$ cat src/rtl/pipelined_decode.sv
// LEGv8 decode stage: register file with write-back bypass, control decode,
// immediate extraction and a single output register with load-use interlock.
module pipelined_decode #(
    parameter int WORD      = 64,
    parameter int REG_COUNT = 32,
    parameter int INSTR_LEN = 32,
    parameter int RIDX      = $clog2(REG_COUNT)
) (
    input  logic                 clk,
    input  logic                 rst_n,
    input  logic                 in_valid,
    input  logic [INSTR_LEN-1:0] instruction,
    output logic                 in_ready,
    input  logic                 wb_en,
    input  logic [RIDX-1:0]      wb_reg,
    input  logic [WORD-1:0]      wb_data,
    input  logic                 flush,
    output logic                 out_valid,
    input  logic                 out_ready,
    output logic [10:0]          out_opcode,
    output logic [WORD-1:0]      out_read_data1,
    output logic [WORD-1:0]      out_read_data2,
    output logic [WORD-1:0]      out_imm,
    output logic [RIDX-1:0]      out_rd,
    output logic                 out_uncond_branch,
    output logic                 out_branch,
    output logic                 out_mem_read,
    output logic                 out_mem_to_reg,
    output logic                 out_mem_write,
    output logic                 out_alu_src,
    output logic                 out_reg_write,
    output logic                 out_illegal,
    output logic [1:0]           out_alu_op,
    output logic [15:0]          stall_count
);

    localparam logic [RIDX-1:0] XZR = RIDX'(REG_COUNT - 1);

    localparam logic [10:0] OP_ADD  = 11'b10001011000;
    localparam logic [10:0] OP_SUB  = 11'b11001011000;
    localparam logic [10:0] OP_AND  = 11'b10001010000;
    localparam logic [10:0] OP_ORR  = 11'b10101010000;
    localparam logic [10:0] OP_LDUR = 11'b11111000010;
    localparam logic [10:0] OP_STUR = 11'b11111000000;

    logic [WORD-1:0] r_regs [REG_COUNT];

    logic            r_valid;
    logic [10:0]     r_opcode;
    logic [WORD-1:0] r_rdata1, r_rdata2, r_imm;
    logic [RIDX-1:0] r_rd;
    logic            r_uncond, r_branch, r_mem_read, r_mem_to_reg;
    logic            r_mem_write, r_alu_src, r_reg_write, r_illegal;
    logic [1:0]      r_alu_op;
    logic [15:0]     r_stall;

    logic [10:0]     w_opcode;
    logic [RIDX-1:0] w_rn, w_rs2, w_rd;
    logic [WORD-1:0] w_rdata1, w_rdata2, w_imm;
    logic            w_uncond, w_branch, w_mem_read, w_mem_to_reg;
    logic            w_mem_write, w_alu_src, w_reg_write, w_illegal, w_use_rd;
    logic [1:0]      w_alu_op;
    logic            w_hazard, w_xfer;

    assign w_opcode = instruction[31:21];
    assign w_rn     = RIDX'(instruction[9:5]);
    assign w_rd     = RIDX'(instruction[4:0]);

    always_comb begin
        w_reg_write  = 1'b0;
        w_alu_src    = 1'b0;
        w_mem_read   = 1'b0;
        w_mem_to_reg = 1'b0;
        w_mem_write  = 1'b0;
        w_branch     = 1'b0;
        w_uncond     = 1'b0;
        w_alu_op     = 2'b00;
        w_illegal    = 1'b0;
        w_use_rd     = 1'b0;
        w_imm        = '0;
        if (w_opcode == OP_ADD || w_opcode == OP_SUB ||
            w_opcode == OP_AND || w_opcode == OP_ORR) begin
            w_reg_write = 1'b1;
            w_alu_op    = 2'b10;
        end else if (w_opcode == OP_LDUR) begin
            w_reg_write  = 1'b1;
            w_alu_src    = 1'b1;
            w_mem_read   = 1'b1;
            w_mem_to_reg = 1'b1;
            w_imm        = {{(WORD-9){instruction[20]}}, instruction[20:12]};
        end else if (w_opcode == OP_STUR) begin
            w_alu_src   = 1'b1;
            w_mem_write = 1'b1;
            w_use_rd    = 1'b1;
            w_imm       = {{(WORD-9){instruction[20]}}, instruction[20:12]};
        end else if (w_opcode[10:3] == 8'b10110100) begin
            w_branch = 1'b1;
            w_alu_op = 2'b01;
            w_use_rd = 1'b1;
            w_imm    = {{(WORD-19){instruction[23]}}, instruction[23:5]};
        end else if (w_opcode[10:5] == 6'b000101) begin
            w_uncond = 1'b1;
            w_imm    = {{(WORD-26){instruction[25]}}, instruction[25:0]};
        end else begin
            w_illegal = 1'b1;
        end
    end

    // Store and CBZ read their data/test register through the rd field.
    assign w_rs2 = w_use_rd ? w_rd : RIDX'(instruction[20:16]);

    assign w_rdata1 = (w_rn == XZR) ? '0 :
                      (wb_en && wb_reg == w_rn) ? wb_data : r_regs[w_rn];
    assign w_rdata2 = (w_rs2 == XZR) ? '0 :
                      (wb_en && wb_reg == w_rs2) ? wb_data : r_regs[w_rs2];

    always_ff @(posedge clk or negedge rst_n) begin
        if (!rst_n) begin
            for (int i = 0; i < REG_COUNT; i++) r_regs[i] <= '0;
        end else if (wb_en && wb_reg != XZR) begin
            r_regs[wb_reg] <= wb_data;
        end
    end

    // A load in the output register whose destination is needed now stalls one cycle.
    assign w_hazard = r_valid && r_mem_read && (r_rd != XZR) &&
                      ((w_rn == r_rd) || (w_rs2 == r_rd));
    assign in_ready = flush || ((!r_valid || out_ready) && !w_hazard);
    assign w_xfer   = in_valid && in_ready;

    // ---- output register stage ----
    always_ff @(posedge clk or negedge rst_n) begin
        if (!rst_n) begin
            r_valid <= 1'b0;
        end else if (flush) begin
            r_valid <= 1'b0;
        end else if (w_xfer) begin
            r_valid <= 1'b1;
        end else if (out_ready) begin
            r_valid <= 1'b0;
        end
    end

    always_ff @(posedge clk or negedge rst_n) begin
        if (!rst_n) begin
            r_opcode     <= '0;
            r_rdata1     <= '0;
            r_rdata2     <= '0;
            r_imm        <= '0;
            r_rd         <= '0;
            r_uncond     <= 1'b0;
            r_branch     <= 1'b0;
            r_mem_read   <= 1'b0;
            r_mem_to_reg <= 1'b0;
            r_mem_write  <= 1'b0;
            r_alu_src    <= 1'b0;
            r_reg_write  <= 1'b0;
            r_illegal    <= 1'b0;
            r_alu_op     <= 2'b00;
        end else if (!flush && w_xfer) begin
            r_opcode     <= w_opcode;
            r_rdata1     <= w_rdata1;
            r_rdata2     <= w_rdata2;
            r_imm        <= w_imm;
            r_rd         <= w_rd;
            r_uncond     <= w_uncond;
            r_branch     <= w_branch;
            r_mem_read   <= w_mem_read;
            r_mem_to_reg <= w_mem_to_reg;
            r_mem_write  <= w_mem_write;
            r_alu_src    <= w_alu_src;
            r_reg_write  <= w_reg_write;
            r_illegal    <= w_illegal;
            r_alu_op     <= w_alu_op;
        end
    end

    always_ff @(posedge clk or negedge rst_n) begin
        if (!rst_n) begin
            r_stall <= '0;
        end else if (in_valid && w_hazard && out_ready && r_stall != 16'hFFFF) begin
            r_stall <= r_stall + 16'd1;
        end
    end

    assign out_valid         = r_valid;
    assign out_opcode        = r_opcode;
    assign out_read_data1    = r_rdata1;
    assign out_read_data2    = r_rdata2;
    assign out_imm           = r_imm;
    assign out_rd            = r_rd;
    assign out_uncond_branch = r_uncond;
    assign out_branch        = r_branch;
    assign out_mem_read      = r_mem_read;
    assign out_mem_to_reg    = r_mem_to_reg;
    assign out_mem_write     = r_mem_write;
    assign out_alu_src       = r_alu_src;
    assign out_reg_write     = r_reg_write;
    assign out_illegal       = r_illegal;
    assign out_alu_op        = r_alu_op;
    assign stall_count       = r_stall;

endmodule

$ cat config.mk
export PLATFORM = sky130hd
export DESIGN_NAME = pipelined_decode
export DESIGN_NICKNAME = d
export VERILOG_FILES = /design/src/rtl/pipelined_decode.sv
export SDC_FILE = /design/constraint.sdc
export NUM_CORES = 2
export LEC_CHECK = 0
export CORE_MARGIN = 10
export CORE_UTILIZATION = 50
export CTS_BUF_LIST = sky130_fd_sc_hd__clkbuf_16
export CTS_CLUSTER_DIAMETER = 120
export CTS_CLUSTER_SIZE = 14
export DETAILED_ROUTE_END_ITERATION = 16
export GPL_ROUTABILITY_DRIVEN = 0
export PLACE_DENSITY = 0.67
export SLEW_MARGIN = 20
export SYNTH_ARGS = -nofsm -noshare
export SYNTH_HDL_FRONTEND = slang
export SYNTH_SLANG_ARGS = --single-unit
export TNS_END_PERCENT = 5
$ cat constraint.sdc
create_clock -name clk -period 5.9 [get_ports clk]
set_input_delay 1.77 -clock clk [delete_from_list [all_inputs] [get_ports clk]]
set_output_delay 1.77 -clock clk [all_outputs]
set_load 0.02 [all_outputs]
==> results.json <==
{
  "drive_gt1_share_pct": 37.3,
  "routedWlPerCell_um": 33.5,
  "layout_setup_ws_ps": -82.8,
  "p_per_area_nw_per_um2": 312,
  "htree_levels": 4,
  "violations": "setup timing",
  "avgSynthCellArea_um2": 12.6,
  "min_from": "r_regs[28]",
  "maxSlewViolCount": 0,
  "syn_area_um2": 119000,
  "synth_xor_area_share_pct": 0.243,
  "grt_first_pass_wirelength_mm": 611,
  "hold_violations": 0,
  "hold_end": "r_regs[28]",
  "status": "finished with violations",
  "yosys_warnings": 0,
  "via_per_inst": 7.04,
  "cts_made_buffers": 178,
  "postSynthCellCount": 9445,
  "area_growth_pct": 11.3,
  "synthSimpleGateAreaFrac_pct": 6.15,
  "synthMuxAreaShare_pct": 34.0,
  "synth.top_cell.area_share_pct": 47.2,
  "synth_fa_ha_area_share_pct": 0.0105,
  "grt_remaining_overflow": 0,
  "yosysSeqAreaShare_pct": 47.2,
  "period_share_pct": 101,
  "slew_headroom_pct": 20.5,
  "finalWirelength_mm": 420,
  "die_area_um2": 258000,
  "ys_top_cells_by_area": "dfrtp_1 47%, mux2_2 19%, mux4_2 12%",
  "hp-class": "flip-flop to flip-flop",
  "regMostFlops": "r_regs",
  "initial_core_util_pct": 50.1,
  "nFillCells": 19200,
  "crit_path_end_kind": "primary output",
  "crit_top_cell": "buf_6",
  "worstSetupStartpointType": "input pin",
  "synth_ff_type": "dfrtp_1",
  "grt.total_usage_pct": 31.6,
  "core_area_um2": 237000,
  "cp.arrival_ps": 4210,
  "p_leak_nw": 57.9,
  "drc": 0,
  "grt_setup_unrepaired": "yes",
  "period_needed_ps": 5980,
  "async_reset_ff_share_pct": 100,
  "clkTransAtPathRegs_ps": 70,
  "dpl.hpwl_mm": 242,
  "rr_endpoint": "out_read_data2[24]",
  "largest_reg_flops": 2048,
  "cts.sinks": 2243,
  "grt_max_degree": 151,
  "yosysTopAreaCell": "dfrtp_1",
  "dieWidth_um": 508,
  "synth_top_family_by_area": "multiplexers",
  "initialDrtViolationCount": 11400,
  "root_buffer": "clkbuf_16",
  "syn-num-nets": 9553,
  "cts_tree": "yes",
  "cpPeakStageDelay_ps": 570,
  "path_cells": "buf_6 > or4b_4 > buf_6 > o32a_4 > o21ai_2 > buf_6 > and2_4 > xnor2_4 > o31a_1 > a21o_1 > buf_6",
  "grt_pass1_vias": 88100,
  "worst_slew_pin_slew_ps": 1190,
  "placed_area_um2": 128000,
  "startpoint": "instruction[26]",
  "max_cap_viol_count": 0,
  "clockBufferDepth": 3,
  "synth_cell_types": 79,
  "worst_r2r_path_depth": 10,
  "first_pass_iters": 6,
  "rr_startpoint": "out_rd[2]",
  "peakVddDrop_mv": 0.339,
  "worst-r2r-setup-slack_ps": 3040,
  "synth_edf_count": 0,
  "nets": 9444,
  "io_buffers": 342,
  "insertion_delay_ps": 870,
  "crit_type": "input pin to primary output",
  "design_area_um2": 132000,
  "clock.fmax_mhz": 167,
  "synth_compound_area_share_pct": 8.60,
  "die_h_um": 508,
  "num_vias": 88200,
  "ys_ff_latch": 2243,
  "fin_skew_ps": 31.5,
  "cp.required_ps": 4130,
  "std_cell_rows": 179,
  "preCtsSetupSlack_ps": -786,
  "setup_viol_count_final": 1,
  "setup_tns_ps": -82.8,
  "ios": 343,
  "hold_depth": 0,
  "drt.antenna.violating_nets": 0,
  "cpMaxStageDelayCell": "or4b_4",
  "antenna_found_initial": 29,
  "ctsHoldBuffers": 0,
  "worstPathMaxFanout": 2
}
worst max-delay path: cells and delay by family:
family,cells,cell delay [ps]
buffers and inverters,4,480
XOR/XNOR,1,80
AO/OA/AOI/OAI,4,1140
AND/OR/NAND/NOR,2,740
layer usage:
layer  wire length, um  track usage (%)  vias up
met5               387                0        -
met4             21000             13.9       34
met3             49100             9.35     1176
met2            182000             46.1     5500
met1            167000             43.7    46300
li1                  -                -    35200
through the flow:
step,hold slack (ps),instances,power (mW),utilization [%]
after floorplan,445,9445,26.6,-
after global placement,380,12300,29.7,53.8
after detailed placement,387,12300,30.2,53.8
after CTS,402,12500,41.3,55.8
after global routing,413,12500,43.0,55.8
final,401,12500,41.4,55.8
report_power, final:
part / internal, mW / switching [mW]
clock: 5.51 / 5.69
sequential: 18.3 / 2.30
combinational: 5.29 / 4.30
cells in the final DEF (no fill, tap or decap), types with 8 or more instances in the layout:
master | Yosys | layout
dfrtp_1 | 2243 | 2243
mux2_2 | 2025 | 2025
nand2_1 | 976 | 952
mux4_2 | 640 | 640
a211oi_1 | 358 | 357
and3_1 | 324 | 321
mux2i_1 | 321 | 321
buf_4 | 48 | 316
clkdlybuf4s50_1 | 0 | 289
a31oi_1 | 194 | 194
clkbuf_16 | 0 | 184
buf_12 | 0 | 153
a21oi_1 | 148 | 147
o22ai_1 | 141 | 141
o21ai_0 | 131 | 130
a311oi_1 | 119 | 119
nor2_1 | 108 | 91
nand3_1 | 91 | 86
a21o_1 | 71 | 71
a22oi_1 | 71 | 71
o21ai_1 | 52 | 47
buf_2 | 172 | 40
a2111oi_0 | 29 | 29
a22o_1 | 24 | 24
nor2_4 | 1 | 21
nand2_4 | 0 | 20
xnor2_1 | 20 | 19
or4_1 | 18 | 18
nor4_1 | 17 | 17
o31ai_1 | 16 | 16
or3_1 | 16 | 16
diode_2 | 0 | 14
a211o_1 | 14 | 14
o41ai_1 | 14 | 14
xor2_1 | 13 | 13
a31o_2 | 14 | 13
a32oi_1 | 12 | 12
a32o_1 | 12 | 12
nor3_1 | 10 | 8
kinds of logic (layout without fill, tap and decap cells):
| kind of cell | Yosys count | count (layout) |
|---|---|---|
| AO/OA/AOI/OAI | 1469 | 1469 |
| XOR/XNOR | 33 | 33 |
| adder cells (fa/ha/maj) | 1 | 1 |
| buffers and inverters | 1106 | 1013 |
| flip-flops | 2243 | 2243 |
| multiplexers | 2986 | 2986 |
| other | 0 | 14 |
| AND/OR/NAND/NOR | 1607 | 1607 |
synthesized netlist by cell type (17+ instances only):
cell type / number
a22o_1: 24
nand3_1: 91
or4_1: 18
dfrtp_1: 2243
a21oi_1: 148
a21o_1: 71
o22ai_1: 141
nor2_1: 108
mux2_2: 2025
a211oi_1: 358
buf_1: 81
nand2_1: 976
o21ai_1: 52
mux4_2: 640
a311oi_1: 119
and3_1: 324
a31oi_1: 194
o21ai_0: 131
nor4_1: 17
buf_4: 48
xnor2_1: 20
clkbuf_1: 797
buf_2: 172
mux2i_1: 321
a2111oi_0: 29
a22oi_1: 71
layout make-up:
type                    instances  area [um^2]  share of cell area (%)
multi-input cells            6096        58800                    44.4
flip-flops and latches       2243        56100                    42.4
repair buffers                815         8740                    6.60
clock buffers                 184         4600                    3.48
well taps                    3167         3960                    2.99
clock inverters                12          141                   0.107
diodes                         14         35.0                  0.0265
inverters                       2         7.51                 0.00567
repair_timing:
action	in CTS	in global routing
setup buffers	5	4
resized for setup	30	10
pin swaps	10	8
setup endpoints to repair	1	1
worst max path at each step:
stage / endpoint / depth (start not counted) / slack (ps)
6_report: in_ready / 11 / -80
2_1_floorplan: in_ready / 7 / 240
5_1_grt: in_ready / 11 / -110
3_3_place_gp: in_ready / 10 / -860
4_1_cts: in_ready / 11 / 7
3_5_place_dp: in_ready / 10 / -790
(Power assumes the default switching activity.)
